<file path="config.mk">
export PLATFORM = sky130hd
export DESIGN_NAME = fu_issue_arbiter
export DESIGN_NICKNAME = d
export VERILOG_FILES = /design/src/rtl/fu_issue_arbiter.sv
export SDC_FILE = /design/constraint.sdc
export NUM_CORES = 1
export LEC_CHECK = 0
export BUFFER_PORTS_ARGS = -buffer_cell sky130_fd_sc_hd__buf_2
export CORE_ASPECT_RATIO = 1.1
export CORE_MARGIN = 3
export CORE_UTILIZATION = 50
export CTS_CLUSTER_DIAMETER = 40
export DETAILED_ROUTE_END_ITERATION = 6
export PLACE_DENSITY = 0.78
export SLEW_MARGIN = 5
export SYNTH_ARGS = -nofsm -noshare
export SYNTH_HDL_FRONTEND = slang
export SYNTH_SLANG_ARGS = --single-unit
</file>
<file path="constraint.sdc">
create_clock -name in_clk -period 3 [get_ports in_clk]
set_clock_uncertainty 0.2 [all_clocks]
set_input_delay 0.45 -clock in_clk [delete_from_list [all_inputs] [get_ports in_clk]]
set_output_delay 0.45 -clock in_clk [all_outputs]
set_load 0.01 [all_outputs]
</file>
<file path="src/rtl/fu_issue_arbiter.sv">
// fu_issue_arbiter: issues one ALU or LS op per cycle and books its ROB writeback slot so that completions never collide.
// Latency: grants are combinational; the writeback strobe appears ALU_LAT / LS_LAT cycles after the grant.
// Backpressure: an ungranted request simply waits (counted as a stall) while its slot is taken, a store is speculative, or it lost arbitration.
`ifndef ROB_IDX_SIZE
`define ROB_IDX_SIZE 6
`endif

module fu_issue_arbiter #(
  parameter int ROB_IDX_W = `ROB_IDX_SIZE,
  parameter int ALU_LAT   = 1,
  parameter int LS_LAT    = 2,
  parameter int CNT_W     = 16
) (
  input  logic                 in_clk,
  input  logic                 in_rst,
  input  logic                 in_alu_req,
  input  logic [ROB_IDX_W-1:0] in_alu_rob_idx,
  input  logic                 in_ls_req,
  input  logic                 in_ls_is_store,
  input  logic [ROB_IDX_W-1:0] in_ls_rob_idx,
  input  logic                 in_spec_pending,
  input  logic                 in_flush,
  output logic                 out_alu_grant,
  output logic                 out_ls_grant,
  output logic                 out_wb_valid,
  output logic [ROB_IDX_W-1:0] out_wb_rob_idx,
  output logic                 out_wb_from_ls,
  output logic                 out_busy,
  output logic [CNT_W-1:0]     out_stall_cycles
);

  // One writeback booking. Invalid entries are always all-zero, so slot 0
  // can drive the writeback outputs directly without extra masking.
  typedef struct packed {
    logic                 valid;
    logic                 from_ls;
    logic [ROB_IDX_W-1:0] rob_idx;
  } slot_t;

  // slot_q[k] holds the op that writes back k cycles from now; slot_q[0] is
  // the op whose writeback is being presented this cycle.
  slot_t [LS_LAT-1:0] slot_q, slot_d;
  logic               rr_q, rr_d;        // 0: ALU favoured, 1: LS favoured
  logic [CNT_W-1:0]   stall_q, stall_d;

  logic               alu_ok, ls_ok, ls_reserved;
  logic               alu_grant, ls_grant;
  logic [LS_LAT-1:0]  slot_vld;

  // Collect the valid bits so occupancy is a single reduction.
  for (genvar g = 0; g < LS_LAT; g++) begin : g_vld
    assign slot_vld[g] = slot_q[g].valid;
  end

  // Eligibility and single-winner grant selection.
  always_comb begin
    // An ALU op granted now lands in slot ALU_LAT-1 after the shift, i.e. it
    // collides with whatever currently sits in slot ALU_LAT (an older LS op).
    alu_ok      = in_alu_req & ~slot_q[ALU_LAT].valid;
    // Stores may not issue under an unresolved branch; loads may.
    ls_ok       = in_ls_req & ~(in_ls_is_store & in_spec_pending);
    // When it is the ALU's turn but its slot is blocked, LS is held off for
    // one cycle so the conflicting slot drains and the ALU wait stays bounded.
    ls_reserved = ~rr_q & in_alu_req & ~alu_ok;
    alu_grant   = 1'b0;
    ls_grant    = 1'b0;
    if (!in_rst && !in_flush) begin
      if (alu_ok && (!ls_ok || !rr_q)) begin
        alu_grant = 1'b1;
      end else if (ls_ok && !ls_reserved) begin
        ls_grant = 1'b1;
      end
    end
  end

  // Next state: shift the schedule, book the granted op, update turn and stall count.
  always_comb begin
    slot_d = slot_q >> $bits(slot_t);
    if (alu_grant) begin
      slot_d[ALU_LAT-1] = {1'b1, 1'b0, in_alu_rob_idx};
    end
    if (ls_grant) begin
      slot_d[LS_LAT-1] = {1'b1, 1'b1, in_ls_rob_idx};
    end

    rr_d = rr_q;
    if (alu_grant) begin
      rr_d = 1'b1;
    end else if (ls_grant) begin
      rr_d = 1'b0;
    end

    stall_d = stall_q;
    if (!in_flush && (in_alu_req || in_ls_req) && !alu_grant && !ls_grant
        && (stall_q != {CNT_W{1'b1}})) begin
      stall_d = stall_q + {{(CNT_W-1){1'b0}}, 1'b1};
    end

    // A flush drops every booking and hands the next turn to the ALU; the
    // stall counter is deliberately left untouched.
    if (in_flush) begin
      slot_d = '0;
      rr_d   = 1'b0;
    end
  end

  // State registers; reset drops all in-flight bookings.
  always_ff @(posedge in_clk or posedge in_rst) begin
    if (in_rst) begin
      slot_q  <= '0;
      rr_q    <= 1'b0;
      stall_q <= '0;
    end else begin
      slot_q  <= slot_d;
      rr_q    <= rr_d;
      stall_q <= stall_d;
    end
  end

  assign out_alu_grant    = alu_grant;
  assign out_ls_grant     = ls_grant;
  assign out_wb_valid     = slot_q[0].valid;
  assign out_wb_from_ls   = slot_q[0].from_ls;
  assign out_wb_rob_idx   = slot_q[0].rob_idx;
  assign out_busy         = |slot_vld;
  assign out_stall_cycles = stall_q;

endmodule

</file>
# Word level (Yosys, flattened, before mapping)
# Cells that the tools add are included.
dict set report classes {
  n_bitwise 9
  muxes 11
  n_reduce_logical 18
  eq_ne 1
  n_addsub 1
}
# operator n
set op_table {}
lappend op_table {{16-bit by 1-bit adder with 16-bit output (second input constant)} 1}
lappend op_table {{16-bit 2-to-1 mux} 1}
lappend op_table {{8-bit 2-to-1 mux} 2}
lappend op_table {{16-bit != test (second input constant)} 1}
lappend op_table {{1-bit 2-to-1 mux} 8}
lappend op_table {{1-bit logical AND} 7}
lappend op_table {{1-bit logical NOT} 7}
lappend op_table {{1-bit bitwise AND} 5}
lappend op_table {{1-bit inverter} 4}
lappend op_table {{3-bit nonzero test} 1}
lappend op_table {{1-bit logical OR} 2}
lappend op_table {{2-bit OR reduction} 1}
dict set report totals {
  register_bits 33
  word_cells 48
  out_inout_bits 27
  input_bits 19
}

# Depth between registers and ports, before layout
dict set report logic_depth {
  depth_word 12
  ltp_mapped 8
  mapped_depth_nobuf 6
}

# Worst setup path after synthesis
# OpenSTA, ideal clock, no wires.
dict set report synth_path {
  kind {register to register}
  from {register stall_q[0] (netlist: out_stall_cycles[0])}
  to {register stall_q[1] (netlist: out_stall_cycles[1])}
  stages_incl_launch_ff 8
  setup_ns 0.128
  synth_period_minus_slack_ns 2.309
  slack_ns 0.691
  arrival_ns 1.981
  path_buffers 2
  t_required_ns 2.672
  cell_sequence {dfrtp_1 -> ha_1 -> nand4_1 -> nor4_1 -> or4_1 -> buf_2 -> buf_6 -> mux2_1}
}
dict set report synth_between {
  elab_chain_cells 2
  elab_cells_between_ends 3
  cone_classes {add/sub: 1; eq/ne: 1; reduce/logical: 1}
}
# item line_no
set synth_lines {}
lappend synth_lines {{from (decl)} 44} ;# logic [CNT_W-1:0] stall_q, stall_d;
lappend synth_lines {{from (signal assigned)} 116} ;# stall_q <= stall_d;
lappend synth_lines {{parallel branches: the longest is 2 deep, another holds 16-bit by 1-bit adder with 16-bit output} n/a}
# Parallel ways; which one is timed is not known.
# A chain may end at the register's enable or synchronous reset.

# Final worst setup path
dict set report layout_path {
  from {register stall_q[0] (netlist: out_stall_cycles[0])}
  to {register stall_q[11] (netlist: out_stall_cycles[11])}
}
# The elaborated chain is that of the path after synthesis.

==> results.sh <==
export IMPL_port_buffers=45
export IMPL_gp_congestion=0.864
export IMPL_worst_pin_slew_ps=757
export IMPL_irDropWorstVdd_v=0.000451
export IMPL_fin_crit_ps=2210
export IMPL_syn_nets=155
export IMPL_antennaDiodeCount=0
export IMPL_ctsRootBufferMaster="clkbuf_4"
export IMPL_cts_buffers=5
export IMPL_fmax_mhz=453
export IMPL_grt_pass1_wl_mm=5.08
export IMPL_synth_top_area_cell="dfrtp_1"
export IMPL_worstPathMaxFanout=14
export IMPL_ios=46
export IMPL_final_setup_tns_ps=0
export IMPL_num_vias=1104
export IMPL_cp_startpoint="out_stall_cycles[0]$_DFFE_PP0P_"
export IMPL_die_area_sq_um=3660
export IMPL_pre_cts_slack_ps=516
export IMPL_cts_setup_buffers=0
export IMPL_stdcell_count=215
export IMPL_cp_num_buf_inv=1
export IMPL_synth_top_cell_area_share_pct=54.0
export IMPL_rr_startpoint="out_stall_cycles[0]$_DFFE_PP0P_"
export IMPL_core_rowCount=20
export IMPL_grt_busiest_layer="met2"
export IMPL_grt_total_usage_pct=18.1
export IMPL_timing_final_crit_share_pct=73.5
export IMPL_cpPeakStageDelay_ps=440
export IMPL_status="finished, final reports clean"
export IMPL_synth_area_sq_um=1480
export IMPL_grt_util_met1_pct=22.6
export IMPL_drv_slew=0
export IMPL_hold_violations=0
export IMPL_r2r_end="out_stall_cycles[11]$_DFFE_PP0P_"
export IMPL_nets=202
export IMPL_core_area_sq_um=2800
export IMPL_initial_utilization_pct=52.9
export IMPL_numClockSinks=32
export IMPL_viasPerCell=5.13
export IMPL_worstPathCellList="ha_1 -> nand4_1 -> nor4_1 -> or4_1 -> buf_4 -> nor4_4 -> xor2_1"
export IMPL_p_total_w=0.00105
export IMPL_crit_arrival_ps=2260
export IMPL_overflow=0
export IMPL_clk_pin_slew_ps=100
export IMPL_grt_max_degree=22
export IMPL_rsz0062_at_grt="no"
export IMPL_synth_cell_types=34
export IMPL_drtPass1Iterations=4
export IMPL_wl_per_cell_um=13.5
export IMPL_die_width_um=57.9
export IMPL_min_path_type="in2async"
export IMPL_syn_inst=135
export IMPL_dp_hpwl_mm=2.24
export IMPL_avgSynthCellArea_sq_um=11.0
export IMPL_setup_slack_ps=794
export IMPL_drt_iter0_markers=33
export IMPL_synth_seq_cells=32
export IMPL_drive_gt1_share_pct=36.3
export IMPL_postCtsHoldBufs=0
export IMPL_cp_end_kind="flip-flop"
export IMPL_finalWirelength_mm=2.90
export IMPL_grt_pass1_vias=1131
export IMPL_reg2reg_slack_ps=790
export IMPL_worstRegToRegCells=7
export IMPL_cts_resized=0
export IMPL_cts_tree="yes"
export IMPL_yosys_warnings=0
export IMPL_cts_buffer_depth=2
export IMPL_path_class="reg2reg"
export IMPL_max_slew_margin_pct=49.5
export IMPL_ys_seq_area_share_pct=54.0
export IMPL_die_height_um=63.1
export IMPL_drv_cap=0
export IMPL_setup_violations_final=0
export IMPL_gr_usage_met3_pct=4.30
export IMPL_post_synth_main_area_contributors="dfrtp_1, xor2_1, nand2_1, buf_4, and2_1"
export IMPL_placed_cells=208
export IMPL_cp_required_ps=3060
export IMPL_area_delta_synth_final_pct=18.7
export IMPL_cpLargestDelayFamily="simple AND/OR/NAND/NOR gates"
export IMPL_p_leak_nw=0.898
export IMPL_drcViolationCount=0
export IMPL_clkLatencyLatePin_ps=320
export IMPL_p_per_area_nw_per_um2=594
export IMPL_htreeDepth=2
export IMPL_grtUsageMet2_pct=29.2
export IMPL_crit_slowest_cell="dfrtp_1"
export IMPL_antenna_found_initial=0
export IMPL_crit_path_start_kind="flip-flop"
export IMPL_antenna_left=0
through the flow:
step / instance area (sq um) / hold WS, ps / util [%]
floorplan: 1480 / 292 / -
global placement: 1720 / 278 / 61.2
detailed placement: 1720 / 283 / 61.2
CTS: 1760 / 111 / 62.9
global route: 1760 / 122 / 62.9
finish: 1760 / 89.8 / 62.9
cell families after synthesis:
group                    synth area share, %
adder cells (fa/ha/maj)                0.843
AO/OA/AOI/OAI                           5.73
multiplexers                            1.52
flip-flops                              54.0
XOR/XNOR                                8.26
buffers and inverters                   6.15
AND/OR/NAND/NOR                         23.5
how the worst max path moves through the flow:
stage | end | slack [ps] | depth (start not counted)
CTS | out_stall_cycles[11]$_DFFE_PP0P_ | 780 | 7
global route | out_stall_cycles[11]$_DFFE_PP0P_ | 670 | 7
detailed placement | out_stall_cycles[11]$_DFFE_PP0P_ | 520 | 7
global placement | out_stall_cycles[11]$_DFFE_PP0P_ | 570 | 7
finish | out_stall_cycles[11]$_DFFE_PP0P_ | 790 | 7
floorplan | out_stall_cycles[1]$_DFFE_PP0P_ | 690 | 7
state kept, by name, indices dropped and copies added, names as in the netlist:
register / flops
out_stall_cycles: 16
slot_q: 7
out_wb_rob_idx: 6
out_wb_from_ls: 1
out_wb_valid: 1
rr_q: 1
synthesized netlist by cell type (all sizes together):
master / number
inv: 7
nor3: 6
nand4: 3
nor4b: 1
ha: 1
and3: 2
o21a: 1
or4: 1
buf: 8
xnor2: 4
clkbuf: 1
or2: 2
or3: 1
a21bo: 1
mux2: 2
xor2: 10
nor4: 6
dfrtp: 32
o31ai: 1
nand2: 16
nand3: 7
o21ai: 6
nor2b: 2
and2: 6
o21bai: 1
nor2: 6
a2111oi: 1
cells in the final DEF (no fill, tap or decap), types with 2 or more instances in the layout:
cell type / Yosys / routed
o21ai_0: 6 / 6
nand2_1: 16 / 16
nand3_1: 7 / 7
and3_1: 2 / 2
nor3_2: 3 / 3
nor2_1: 6 / 6
xnor2_1: 4 / 4
buf_2: 1 / 45
or2_2: 2 / 2
nor2b_1: 2 / 2
clkbuf_4: 0 / 5
nor4_1: 4 / 4
nor3_1: 2 / 2
buf_4: 6 / 4
inv_1: 7 / 7
dfrtp_1: 32 / 32
xor2_1: 10 / 10
and2_1: 6 / 6
nand4_1: 3 / 3
worst register-to-register path, stage by stage (launching register included):
cell and delay (ps):
dfrtp_1 440, ha_1 250, nand4_1 140, nor4_1 70, or4_1 390, buf_4 220, nor4_4 280, xor2_1 160
final cells by class:
type	count	area, sq um
Tap cell	33	41.3
Inverter	7	26.3
Timing Repair Buffer	49	255
Multi-Input combinational cell	87	592
Clock inverter	1	5.00
Clock buffer	6	41.3
Fill cell	229	1040
Sequential cell	32	801
metal layers:
| layer | routed length, um | share of wire (%) |
|---|---|---|
| met1 | 1230 | 42 |
| met5 | 0 | 0 |
| met2 | 1440 | 50 |
| met4 | 57 | 2.0 |
| met3 | 166 | 5.7 |
report_power, final:
group	switching (W)	internal, W	leakage, nW
clock network	0.000136	0.0000862	0.0281
registers	0.0000792	0.000493	0.413
logic	0.000139	0.000113	0.457
total	0.000353	0.000693	0.898
Note: power is estimated with default switching activity, not from simulation.
